<file path="config.mk">
export PLATFORM = sky130hd
export DESIGN_NAME = bitmap_alloc_ctrl_flat
export DESIGN_NICKNAME = d
export VERILOG_FILES = /design/src/rtl/bitmap_alloc_if.sv /design/src/rtl/bitmap_alloc_ctrl.sv /design/src/flat_wrapper.sv
export SDC_FILE = /design/constraint.sdc
export NUM_CORES = 1
export LEC_CHECK = 0
export CAP_MARGIN = 10
export CORE_ASPECT_RATIO = 0.7
export CORE_MARGIN = 5
export CORE_UTILIZATION = 40
export CTS_CLUSTER_SIZE = 10
export DETAILED_ROUTE_END_ITERATION = 10
export GPL_TIMING_DRIVEN = 0
export HOLD_SLACK_MARGIN = 0.1
export PLACE_DENSITY = 0.7
export SYNTH_ARGS = -nofsm -noshare
export SYNTH_HDL_FRONTEND = slang
export SYNTH_SLANG_ARGS = --single-unit
</file>
<file path="constraint.sdc">
create_clock -name clk -period 7.15 [get_ports clk]
set_input_delay 0.715 -clock clk [delete_from_list [all_inputs] [get_ports clk]]
set_output_delay 0.715 -clock clk [all_outputs]
set_load 0.02 [all_outputs]
</file>
<file path="src/rtl/bitmap_alloc_if.sv">
// Request/response handshake between the MMU arbiter (master) and the
// bitmap page allocator (slave).
interface bitmap_alloc_if #(
   parameter int ADDR_WIDTH    = 6,
   parameter int BIT_SEL_WIDTH = 6
);
   localparam int IDX_W = ADDR_WIDTH + BIT_SEL_WIDTH;

   logic             req_valid;
   logic             req_ready;
   logic             req_op;
   logic [IDX_W-1:0] req_index;
   logic             resp_valid;
   logic             resp_ready;
   logic [IDX_W-1:0] resp_index;
   logic             resp_fail;

   modport master (
      output req_valid, req_op, req_index, resp_ready,
      input  req_ready, resp_valid, resp_index, resp_fail
   );

   modport slave (
      input  req_valid, req_op, req_index, resp_ready,
      output req_ready, resp_valid, resp_index, resp_fail
   );
endinterface

</file>
<file path="src/rtl/bitmap_alloc_ctrl.sv">
// Free-page bitmap allocator: clears the RAM after reset, scans two words per
// probe for ALLOC, and read-modify-writes one word per ALLOC/FREE.
module bitmap_alloc_ctrl #(
   parameter int ADDR_WIDTH    = 6,
   parameter int DATA_WIDTH    = 64,
   parameter int BIT_SEL_WIDTH = 6
) (
   input  logic                              clk,
   input  logic                              rst_n,
   bitmap_alloc_if.slave                     bus,
   output logic [ADDR_WIDTH+BIT_SEL_WIDTH:0] free_cnt,
   output logic                              init_done,
   output logic                              ram_write_en,
   output logic [ADDR_WIDTH-1:0]             ram_write_addr,
   output logic [DATA_WIDTH-1:0]             ram_write_data,
   output logic [ADDR_WIDTH-1:0]             ram_read_addr1,
   output logic [ADDR_WIDTH-1:0]             ram_read_addr2,
   input  logic [DATA_WIDTH-1:0]             ram_read_data1,
   input  logic [DATA_WIDTH-1:0]             ram_read_data2
);
   localparam int IDX_W = ADDR_WIDTH + BIT_SEL_WIDTH;
   localparam int PW    = (ADDR_WIDTH > 1) ? ADDR_WIDTH - 1 : 1;
   localparam logic [PW-1:0]    P_LAST   = PW'((1 << (ADDR_WIDTH - 1)) - 1);
   localparam logic [IDX_W:0]   FULL_CNT = {1'b1, {IDX_W{1'b0}}};
   localparam logic [DATA_WIDTH-1:0] ONE = DATA_WIDTH'(1);

   typedef enum logic [2:0] {
      S_INIT, S_IDLE, S_SCAN_RD, S_SCAN_CHK, S_FREE_RD, S_FREE_CHK, S_WRITE, S_RESP
   } state_t;

   state_t                  r_state, w_state_nxt;
   logic [ADDR_WIDTH-1:0]   r_init_addr;
   logic [PW-1:0]           r_pair;
   logic [IDX_W:0]          r_free_cnt;
   logic                    r_init_done;
   logic [IDX_W-1:0]        r_resp_index;
   logic                    r_resp_fail;
   logic                    r_is_free;
   logic [ADDR_WIDTH-1:0]   r_wr_addr;
   logic [DATA_WIDTH-1:0]   r_wr_data;

   logic                    w_hit1, w_hit2, w_last_pair, w_freed_bit;
   logic [ADDR_WIDTH-1:0]   w_addr_even, w_addr_odd, w_sel_word, w_free_word;
   logic [DATA_WIDTH-1:0]   w_sel_data;
   logic [BIT_SEL_WIDTH-1:0] w_sel_bit, w_free_bit;

   function automatic logic [BIT_SEL_WIDTH-1:0] f_low_zero(input logic [DATA_WIDTH-1:0] d);
      f_low_zero = '0;
      for (int i = DATA_WIDTH - 1; i >= 0; i--)
         if (!d[i]) f_low_zero = BIT_SEL_WIDTH'(i);
   endfunction

   // Cast drops the pair-LSB padding when the RAM has a single pair.
   assign w_addr_even = ADDR_WIDTH'({r_pair, 1'b0});
   assign w_addr_odd  = ADDR_WIDTH'({r_pair, 1'b1});
   assign w_hit1      = ~&ram_read_data1;
   assign w_hit2      = ~&ram_read_data2;
   assign w_last_pair = (r_pair == P_LAST);
   assign w_sel_data  = w_hit1 ? ram_read_data1 : ram_read_data2;
   assign w_sel_word  = w_hit1 ? w_addr_even : w_addr_odd;
   assign w_sel_bit   = f_low_zero(w_sel_data);
   assign w_free_word = r_resp_index[IDX_W-1:BIT_SEL_WIDTH];
   assign w_free_bit  = r_resp_index[BIT_SEL_WIDTH-1:0];
   assign w_freed_bit = ram_read_data1[w_free_bit];

   assign bus.resp_valid = (r_state == S_RESP);
   assign bus.resp_index = r_resp_index;
   assign bus.resp_fail  = r_resp_fail;
   assign free_cnt       = r_free_cnt;
   assign init_done      = r_init_done;

   always_ff @(posedge clk) begin
      if (!rst_n) r_state <= S_INIT;
      else        r_state <= w_state_nxt;
   end

   always_comb begin
      w_state_nxt    = r_state;
      bus.req_ready  = 1'b0;
      ram_write_en   = 1'b0;
      ram_write_addr = '0;
      ram_write_data = '0;
      ram_read_addr1 = '0;
      ram_read_addr2 = '0;
      case (r_state)
         S_INIT: begin
            ram_write_en   = 1'b1;
            ram_write_addr = r_init_addr;
            if (&r_init_addr) w_state_nxt = S_IDLE;
         end
         S_IDLE: begin
            bus.req_ready = 1'b1;
            if (bus.req_valid) begin
               if (bus.req_op)             w_state_nxt = S_FREE_RD;
               else if (r_free_cnt == '0)  w_state_nxt = S_RESP;
               else                        w_state_nxt = S_SCAN_RD;
            end
         end
         S_SCAN_RD: begin
            ram_read_addr1 = w_addr_even;
            ram_read_addr2 = w_addr_odd;
            w_state_nxt    = S_SCAN_CHK;
         end
         S_SCAN_CHK: begin
            if (w_hit1 || w_hit2) w_state_nxt = S_WRITE;
            else if (w_last_pair) w_state_nxt = S_RESP;
            else                  w_state_nxt = S_SCAN_RD;
         end
         S_FREE_RD: begin
            ram_read_addr1 = w_free_word;
            w_state_nxt    = S_FREE_CHK;
         end
         S_FREE_CHK: w_state_nxt = w_freed_bit ? S_WRITE : S_RESP;
         S_WRITE: begin
            ram_write_en   = 1'b1;
            ram_write_addr = r_wr_addr;
            ram_write_data = r_wr_data;
            w_state_nxt    = S_RESP;
         end
         S_RESP: if (bus.resp_ready) w_state_nxt = S_IDLE;
         default: w_state_nxt = S_INIT;
      endcase
   end

   always_ff @(posedge clk) begin
      if (!rst_n) begin
         r_init_addr  <= '0;
         r_pair       <= '0;
         r_free_cnt   <= FULL_CNT;
         r_init_done  <= 1'b0;
         r_resp_index <= '0;
         r_resp_fail  <= 1'b0;
         r_is_free    <= 1'b0;
         r_wr_addr    <= '0;
         r_wr_data    <= '0;
      end else begin
         case (r_state)
            S_INIT: begin
               r_init_addr <= r_init_addr + 1'b1;
               if (&r_init_addr) r_init_done <= 1'b1;
            end
            S_IDLE: if (bus.req_valid) begin
               r_is_free    <= bus.req_op;
               r_pair       <= '0;
               r_resp_index <= bus.req_op ? bus.req_index : '0;
               r_resp_fail  <= !bus.req_op && (r_free_cnt == '0);
            end
            S_SCAN_CHK: begin
               if (w_hit1 || w_hit2) begin
                  r_wr_addr    <= w_sel_word;
                  r_wr_data    <= w_sel_data | (ONE << w_sel_bit);
                  r_resp_index <= {w_sel_word, w_sel_bit};
               end else if (w_last_pair) begin
                  r_resp_fail  <= 1'b1;
               end else begin
                  r_pair       <= r_pair + 1'b1;
               end
            end
            S_FREE_CHK: begin
               // A clear bit here means the page was never allocated.
               if (!w_freed_bit) r_resp_fail <= 1'b1;
               r_wr_addr <= w_free_word;
               r_wr_data <= ram_read_data1 & ~(ONE << w_free_bit);
            end
            S_WRITE: begin
               if (r_is_free) r_free_cnt <= r_free_cnt + 1'b1;
               else           r_free_cnt <= r_free_cnt - 1'b1;
            end
            default: ;
         endcase
      end
   end
endmodule

</file>
<file path="src/flat_wrapper.sv">
// flat-port wrapper written by rule: the top's interface ports become plain ports
module bitmap_alloc_ctrl_flat 
#(
   parameter int ADDR_WIDTH    = 6,
   parameter int DATA_WIDTH    = 64,
   parameter int BIT_SEL_WIDTH = 6
)
  (clk, rst_n, free_cnt, init_done, ram_write_en, ram_write_addr, ram_write_data, ram_read_addr1, ram_read_addr2, ram_read_data1, ram_read_data2, bus_req_valid, bus_req_op, bus_req_index, bus_resp_ready, bus_req_ready, bus_resp_valid, bus_resp_index, bus_resp_fail);
  bitmap_alloc_if #(.ADDR_WIDTH(ADDR_WIDTH), .BIT_SEL_WIDTH(BIT_SEL_WIDTH)) bus_i ();
  input  logic clk;
  input  logic rst_n;
  output logic [ADDR_WIDTH+BIT_SEL_WIDTH:0] free_cnt;
  output logic init_done;
  output logic ram_write_en;
  output logic [ADDR_WIDTH-1:0] ram_write_addr;
  output logic [DATA_WIDTH-1:0] ram_write_data;
  output logic [ADDR_WIDTH-1:0] ram_read_addr1;
  output logic [ADDR_WIDTH-1:0] ram_read_addr2;
  input  logic [DATA_WIDTH-1:0] ram_read_data1;
  input  logic [DATA_WIDTH-1:0] ram_read_data2;
  input wire logic [$bits(bus_i.req_valid)-1:0] bus_req_valid;
  input wire logic [$bits(bus_i.req_op)-1:0] bus_req_op;
  input wire logic [$bits(bus_i.req_index)-1:0] bus_req_index;
  input wire logic [$bits(bus_i.resp_ready)-1:0] bus_resp_ready;
  output wire logic [$bits(bus_i.req_ready)-1:0] bus_req_ready;
  output wire logic [$bits(bus_i.resp_valid)-1:0] bus_resp_valid;
  output wire logic [$bits(bus_i.resp_index)-1:0] bus_resp_index;
  output wire logic [$bits(bus_i.resp_fail)-1:0] bus_resp_fail;
  assign bus_i.req_valid = bus_req_valid;
  assign bus_i.req_op = bus_req_op;
  assign bus_i.req_index = bus_req_index;
  assign bus_i.resp_ready = bus_resp_ready;
  assign bus_req_ready = bus_i.req_ready;
  assign bus_resp_valid = bus_i.resp_valid;
  assign bus_resp_index = bus_i.resp_index;
  assign bus_resp_fail = bus_i.resp_fail;
  bitmap_alloc_ctrl #(.ADDR_WIDTH(ADDR_WIDTH), .DATA_WIDTH(DATA_WIDTH), .BIT_SEL_WIDTH(BIT_SEL_WIDTH)) u_core (.clk(clk), .rst_n(rst_n), .bus(bus_i), .free_cnt(free_cnt), .init_done(init_done), .ram_write_en(ram_write_en), .ram_write_addr(ram_write_addr), .ram_write_data(ram_write_data), .ram_read_addr1(ram_read_addr1), .ram_read_addr2(ram_read_addr2), .ram_read_data1(ram_read_data1), .ram_read_data2(ram_read_data2));
endmodule
</file>
==> results of run 1 <==
==> final cells by class <==
class	instances	area, µm²
flip-flops and latches	112	2240
fillers	2425	11400
clock inverters	5	85.1
well taps	325	407
multi-input cells	1170	7250
clock buffers	11	253
diodes	4	10.0
repair buffers	251	2510
plain buffers	109	455
inverters	30	113
==> stage by stage <==
stage          hold WS (ps)  worst slack, ps
6_report                477            -1.92
5_1_grt                 509              231
3_5_place_dp            464              461
3_3_place_gp            450              402
4_1_cts                 476              826
2_1_floorplan           464             2880
==> synthesized netlist by cell type (10+ instances only) <==
library cell,count
nand3_1,83
o21a_1,12
o21ai_0,193
mux4_2,21
clkbuf_1,82
inv_1,30
and2_1,79
nor2_1,71
a31oi_1,59
o211ai_1,13
buf_2,16
nor4_1,21
a21oi_1,120
xnor2_1,11
a21o_1,10
dfxtp_1,112
nand2_1,128
mux2i_1,13
a211oi_1,17
or3_1,16
nor3_1,38
nand2b_1,12
a22oi_1,10
ha_1,14
nor2b_1,12
nand4_1,70
==> where the power goes <==
part           leakage [nW]  internal, W  switching [W]  total (W)
clock                 0.163     0.000330       0.000262   0.000592
sequential            0.902     0.000625     0.00000247   0.000627
combinational          3.25     0.000128       0.000226   0.000353
==> metal layers <==
metal	track usage	wire (µm)	vias up
met3	0.200	11500	244
li1	-	-	5926
met1	0.607	25400	6835
met2	0.565	23700	1415
met4	0.162	3340	6
met5	0.0286	224	-
==> worst register-to-register path, stage by stage (launching register included) <==
cell and delay (ps):
dfxtp_1 360, clkbuf_1 430, buf_1 830, mux4_2 670, mux4_2 560, mux4_2 490, and2_1 180, nor3_1 150
o21ai_0 150, nor4_1 320, a211oi_1 100
==> sequential cells by signal, summed over array words and instances, names as in the netlist <==
| register | flops |
|---|---|
| u_core.r_wr_data | 64 |
| u_core.free_cnt | 13 |
| u_core.bus.resp_index | 12 |
| u_core.r_init_addr | 6 |
| u_core.r_wr_addr | 6 |
| u_core.r_pair | 5 |
| u_core.r_state | 3 |
| u_core.bus.resp_fail | 1 |
| u_core.init_done | 1 |
| u_core.r_is_free | 1 |
==> worst min-delay path by stage <==
stage / from / end / slack [ps] / cells after the start
5_1_grt: u_core.bus.resp_fail / u_core.bus.resp_fail / 510 / 2
4_1_cts: u_core.bus.resp_fail / u_core.bus.resp_fail / 480 / 2
3_3_place_gp: u_core.bus.resp_fail / u_core.bus.resp_fail / 450 / 2
3_5_place_dp: u_core.bus.resp_fail / u_core.bus.resp_fail / 460 / 2
2_1_floorplan: u_core.r_wr_data[17] / u_core.r_wr_data[17] / 460 / 1
6_report: u_core.bus.resp_fail / u_core.bus.resp_fail / 480 / 2
==> cells by family after synthesis <==
group	Yosys count	synth area share
xor+xnor	16	0.0139
buf+inv	139	0.0565
mux	38	0.0644
simple gates	578	0.306
flops	112	0.223
compound gates	523	0.317
fa+ha+maj	15	0.0194
==> flow_summary.rst, run 1 <==
.. list-table::
   :header-rows: 1

   * - Metric
     - Value
   * - Achievable clock frequency
     - around 0.14 GHz
   * - CTS tree
     - built
   * - Max clock buf depth
     - 2
   * - R2R Path Start
     - u_core.bus.resp_index[0]
   * - Total wirelength of the detailed-routed design
     - 64.1 mm
   * - End of the worst register-to-register path
     - u_core.bus.resp_fail
   * - Number of placed instances with taps included
     - 1997
   * - Stage delay of the slowest cell on the critical path
     - 1170 ps
   * - IO Port Bufs
     - 251
   * - Setup repair after global routing missed its margin
     - false
   * - Post-CTS setup buffer count
     - 0
   * - Detail-routed net length per standard cell
     - 31.8 µm
   * - Die Y-Extent
     - around 140 µm
   * - Std cell rows
     - 48
   * - Minimum period implied by the final worst setup slack
     - 7150 ps
   * - Clk Latency, worst-skew pair
     - 370 ps
   * - EDFF count, synth
     - 0
   * - Full die area
     - approximately 28000 µm²
   * - Top cell family by delay on the critical path
     - compound AO/OA/AOI/OAI gates
   * - Wire length of the first global-routing pass
     - 90.2 mm
   * - Share of the synthesized area in the top cell type
     - 0.223
   * - Number of different library cells in the post-synthesis netlist
     - 78
   * - Kind of start point of the critical path
     - input pin
   * - Min-Delay Path Class
     - reg2reg
   * - Residual antenna-violating net count after detailed routing
     - 0
   * - Ratio of routed vias to standard cells
     - 7.15
   * - Total power
     - 0.00157 W
   * - Hold_buf cts
     - 0
   * - Worst reg2reg path depth
     - 10
   * - Largest net degree at the start of global routing
     - 19
   * - Final worst-path cycle share
     - 1.00
   * - Cell type of the slowest stage on the worst timing path
     - a2111oi_0
   * - Final hold violation count
     - 0
   * - Max Slew Vio Count
     - 0
   * - Most repeated library cell on the critical path
     - buf_2
   * - Worst path cell trace
     - clkdlybuf4s50_1, nand2_1, nor4_1, nand4_1, nor2_4, buf_2, a21boi_0, o21a_1, a2111oi_0, o32ai_1, o21ai_0, buf_2, buf_2, nand3_1, a31oi_1
   * - Vias in the first global route
     - 13.3k
   * - Top cell type by total area after synthesis
     - dfxtp_1
   * - Area Overhead vs Synth
     - 32.5%
   * - CP bufs+invs
     - 4
   * - Outcome
     - finished with violations
   * - Worst-path clk slew
     - about 80 ps
   * - Part of the Yosys area used for sequential elements
     - 0.223
   * - Most area-consuming cells after synthesis
     - dfxtp_1 22%, o21ai_0 9.6%, a21oi_1 6.0%, and2_1 4.9%, nand2_1 4.8%
   * - Final Core Density
     - 0.540
   * - Count of routing violations after the opening detailed-route iteration
     - 2608
   * - Congestion Overflow GR
     - 0
   * - Leakage power
     - roughly 4.3 nW
   * - Largest fanout of any net on the critical path
     - 10
   * - Data required time at the worst endpoint
     - 7450 ps
   * - Clock sink total
     - 112
   * - Cells resized by post-CTS repair
     - 0
   * - Number of flip-flops and latches in the synthesized netlist
     - 112
   * - Remaining DRCs
     - 0
   * - Maximum vdd ir drop
     - 112 µV
   * - Final worst-path setup slack
     - -1.92 ps
   * - Antenna violations before repair
     - 1
   * - Critical Path Source
     - ram_read_data1[38]
   * - Via count
     - roughly 14k
   * - Highest-count cells in the layout ignoring fill and taps
     - 251 x clkdlybuf4s50_1, 193 x o21ai_0, 128 x nand2_1, 120 x a21oi_1, 112 x dfxtp_1
   * - Total Neg Setup Slack
     - -1.92 ps
   * - Core footprint
     - 24700 µm²
   * - Failing checks
     - negative setup slack
   * - Post-DP HPWL
     - 50.4 mm
   * - Leading cell type in the layout, fill and taps excluded
     - clkdlybuf4s50_1
   * - Number of detailed-route iterations in the first pass
     - 8
   * - Post-Layout Inst Area
     - 13300 µm²
   * - Post-synth design cell area
     - 10100 µm²
   * - Filler-free cell count of the finished design
     - roughly 2.0k
   * - Instance count of the mapped netlist
     - 1421
   * - Post-place instance area
     - approximately 13000 µm²
   * - Skew final
     - 9.04 ps
   * - Headroom to the max-slew limit
     - 0.0379
   * - Worst Path Arrival
     - 7450 ps
   * - Nets in the synthesized netlist
     - 1581
   * - Number of max-cap violations
     - 0
   * - Endpoint of the most critical setup path
     - u_core.r_wr_data[49]
   * - Slack of the worst reg-to-reg path
     - 2760 ps
   * - Overall fraction of global-route tracks in use
     - 0.431
   * - H-Tree Depth
     - 3
   * - Crit path kind
     - in2reg
   * - Placer's final routability congestion estimate
     - 1.08
   * - Initial standard-cell utilization of the core
     - 0.408
   * - Share of post-route cells with drive strength above 1
     - 0.0515
   * - Leading register cell type out of synthesis
     - dfxtp_1
   * - Actual slew at the worst max-slew pin
     - 1410 ps
   * - Yosys warnings
     - 0
   * - Critical Path Sink Type
     - flip-flop
   * - Final setup violation count
     - 1
   * - CTS buffer count
     - 9
   * - Async S/R FF share, synth
     - 0
   * - Average cell area after synthesis
     - 7.08 µm²
   * - CTS root buf
     - clkbuf_16
   * - Levels on crit path
     - 15
   * - Final net count
     - 1843
   * - Power Density
     - 118 nW/µm²
   * - Horizontal die dimension
     - 200 µm
   * - IO Pins
     - 257
Note: power is estimated with default switching activity, not from simulation.
==> run 2, diff against run 1 <==
==> constraint.sdc (replaced) <==
create_clock -name clk -period 7.15 [get_ports clk]
set_input_delay 1.43 -clock clk [delete_from_list [all_inputs] [get_ports clk]]
set_output_delay 1.43 -clock clk [all_outputs]
set_load 0.02 [all_outputs]
==> flow_summary.rst, run 2 (synthesis results as in run 1) <==
.. list-table::
   :header-rows: 1

   * - Metric
     - Value
   * - Outcome
     - complete, no violations
   * - Final worst-path cycle share
     - 0.995 (-0.00528)
   * - Die Y-Extent
     - 143 µm (unchanged)
   * - Residual antenna-violating net count after detailed routing
     - 0 (unchanged)
   * - CTS buffer count
     - 9 (unchanged)
   * - Switching part of the total
     - 0.313 (+0.00127)
   * - NetSw
     - 0.000494 W (+0.64%)
   * - Total Neg Setup Slack
     - 0 ps (+1.92 ps)
   * - Power Density
     - 118 nW/µm² (+0.16%)
   * - CTS tree
     - built
   * - Core footprint
     - 24700 µm² (unchanged)
   * - Full die area
     - 28500 µm² (unchanged)
   * - Min-Delay Path Class
     - reg2reg
   * - IO Port Bufs
     - 251 (unchanged)
   * - Count of routing violations after the opening detailed-route iteration
     - 2776 (+6.4%)
   * - Vias in the first global route
     - 13.3k (unchanged)
   * - Kind of start point of the critical path
     - input pin
   * - Final hold violation count
     - 0 (unchanged)
   * - Highest-count cells in the layout ignoring fill and taps
     - 251 x clkdlybuf4s50_1, 193 x o21ai_0, 128 x nand2_1, 120 x a21oi_1, 112 x dfxtp_1
   * - Overall fraction of global-route tracks in use
     - 0.431 (unchanged)
   * - Detail-routed net length per standard cell
     - 31.8 µm (about the same)
   * - Ratio of routed vias to standard cells
     - 7.14 (-0.14%)
   * - Post-DP HPWL
     - 50.4 mm (unchanged)
   * - Leading cell type in the layout, fill and taps excluded
     - clkdlybuf4s50_1
   * - Number of max-cap violations
     - 0 (unchanged)
   * - Worst reg2reg path depth
     - 10 (unchanged)
   * - R2R Path Start
     - u_core.bus.resp_index[0]
   * - Critical Path Sink Type
     - flip-flop
   * - Clk Latency, worst-skew pair
     - 370 ps (about the same)
   * - Endpoint with the worst hold slack
     - u_core.bus.resp_fail
   * - Clock sink total
     - 112 (unchanged)
   * - Placer's final routability congestion estimate
     - 1.08 (unchanged)
   * - Via count
     - 14.4k (-0.34%)
   * - Number of detailed-route iterations in the first pass
     - 9 (+1)
   * - Worst hold slack across all endpoints
     - 476 ps (-1.09 ps)
   * - Wire length of the first global-routing pass
     - 90.2 mm (unchanged)
   * - Achievable clock frequency
     - 0.141 GHz (+0.53%)
   * - Largest fanout of any net on the critical path
     - 10 (unchanged)
   * - Fill cell total of the finished layout
     - 2429 (+0.16%)
   * - Final net count
     - 1843 (unchanged)
   * - Sequential cell fraction of total power
     - 0.398 (about the same)
   * - Largest net degree at the start of global routing
     - 19 (unchanged)
   * - CTS root buf
     - clkbuf_16
   * - N_diodes
     - 0 (-4)
   * - Maximum vdd ir drop
     - 114 µV (+2.2%)
   * - Data required time at the worst endpoint
     - 7450 ps (about the same)
   * - Minimum period implied by the final worst setup slack
     - 7110 ps (-37.7 ps)
   * - End of the worst register-to-register path
     - u_core.bus.resp_fail
   * - Headroom to the max-slew limit
     - 0.273 (+0.235)
   * - Number of instances on the worst hold path
     - 2 (unchanged)
   * - Share of post-route cells with drive strength above 1
     - 0.0545 (+0.00296)
   * - H-Tree Depth
     - 3 (unchanged)
   * - Remaining DRCs
     - 0 (unchanged)
   * - Total wirelength of the detailed-routed design
     - 64.0 mm (-0.12%)
   * - Slack of the worst reg-to-reg path
     - 2730 ps (-30 ps)
   * - Hold_buf cts
     - 0 (unchanged)
   * - Initial standard-cell utilization of the core
     - 0.408 (unchanged)
   * - Setup repair after global routing missed its margin
     - true
   * - Crit path kind
     - in2reg
   * - Leakage power
     - 4.32 nW (about the same)
   * - Post-place instance area
     - 13000 µm² (unchanged)
   * - Area Overhead vs Synth
     - 32.6% (about the same)
   * - Antenna violations before repair
     - 1 (unchanged)
   * - Max FFs per register
     - 64 (unchanged)
   * - Congestion Overflow GR
     - 0 (unchanged)
   * - Share of total power in combinational logic
     - 0.224 (about the same)
   * - Horizontal die dimension
     - 200 µm (unchanged)
   * - IO Pins
     - 257 (unchanged)
   * - Actual slew at the worst max-slew pin
     - 1080 ps (-327 ps)
   * - Worst-path clk slew
     - 80 ps (about the same)
   * - Std cell rows
     - 48 (unchanged)
   * - Largest register by flop count
     - u_core.r_wr_data
   * - Max Slew Vio Count
     - 0 (unchanged)
   * - Post-Layout Inst Area
     - 13300 µm² (about the same)
   * - Part of the power in the clock network
     - 0.378 (+0.002)
   * - Source of the worst hold timing path
     - u_core.bus.resp_fail
   * - Final setup violation count
     - 0 (-1)
   * - Max clock buf depth
     - 2 (unchanged)
   * - Pint
     - 0.00108 W (about the same)
   * - Skew final
     - 9.10 ps (+0.0553 ps)
   * - Worst Path Arrival
     - 7410 ps (-40 ps)
run 2: cell type report:
class	instances	area, µm²	area share
multi-input combinational	1170	7270	0.545
timing repair buffer	251	2510	0.188
sequential	112	2240	0.168
buffer	109	457	0.0342
tap	325	407	0.0305
clock buffer	11	253	0.0189
inverter	30	113	0.00844
clock inverter	5	85.1	0.00638
run 2: stage by stage:
step | total power, W | util | worst slack (ps) | cells
finish | 0.00158 | 0.540 | 35.8 | 2013
global route | 0.00159 | 0.540 | -29.8 | 2013
CTS | 0.00154 | 0.540 | 111 | 2013
detailed placement | 0.000970 | 0.526 | -254 | 1997
global placement | 0.000971 | 0.526 | -313 | 1997
floorplan | 0.000759 | - | 2170 | 1421
run 2: timing repair:
item                       CTS  global route
resized for setup            0             8
buffers inserted             0             0
setup endpoints to repair    0            48
run 2: worst max-delay path by stage:
stage | slack (ps) | start | depth (start not counted) | endpoint
detailed placement | -250 | ram_read_data1[11] | 15 | u_core.r_wr_data[49]
global route | -30 | ram_read_data1[11] | 16 | u_core.r_wr_data[49]
CTS | 110 | ram_read_data1[49] | 15 | u_core.r_wr_data[49]
global placement | -310 | ram_read_data1[49] | 15 | u_core.r_wr_data[49]
finish | 40 | ram_read_data1[11] | 15 | u_core.r_wr_data[49]
floorplan | 2170 | ram_read_data1[55] | 13 | u_core.r_wr_data[1]
run 2: routing by layer:
layer	share of wire	up-vias	global-route usage	wire (µm)
met5	0.0023	-	0.0286	149
met4	0.051	6	0.162	3290
met3	0.18	249	0.200	11700
met2	0.37	1431	0.565	23700
met1	0.39	6762	0.607	25200
li1	-	5929	-	-
run 2: power by group through the flow:
stage | sequential (W) | clock, W | combinational, W
global placement | 0.000642 | 0 | 0.000330
finish | 0.000627 | 0.000596 | 0.000353
floorplan | 0.000641 | 0 | 0.000118
detailed placement | 0.000642 | 0 | 0.000328
CTS | 0.000627 | 0.000583 | 0.000330
global route | 0.000628 | 0.000608 | 0.000357
run 2: critical path: stages:
cell and delay (ps):
clkdlybuf4s50_1 830, nand4_1 250, nor4_2 530, nand4_1 460
nor2_4 490, buf_2 430, mux2i_1 200, o21a_1 260
a2111oi_1 610, o32ai_1 330, o21ai_0 320, buf_2 440
buf_2 410, nand3_1 180, a31oi_1 200
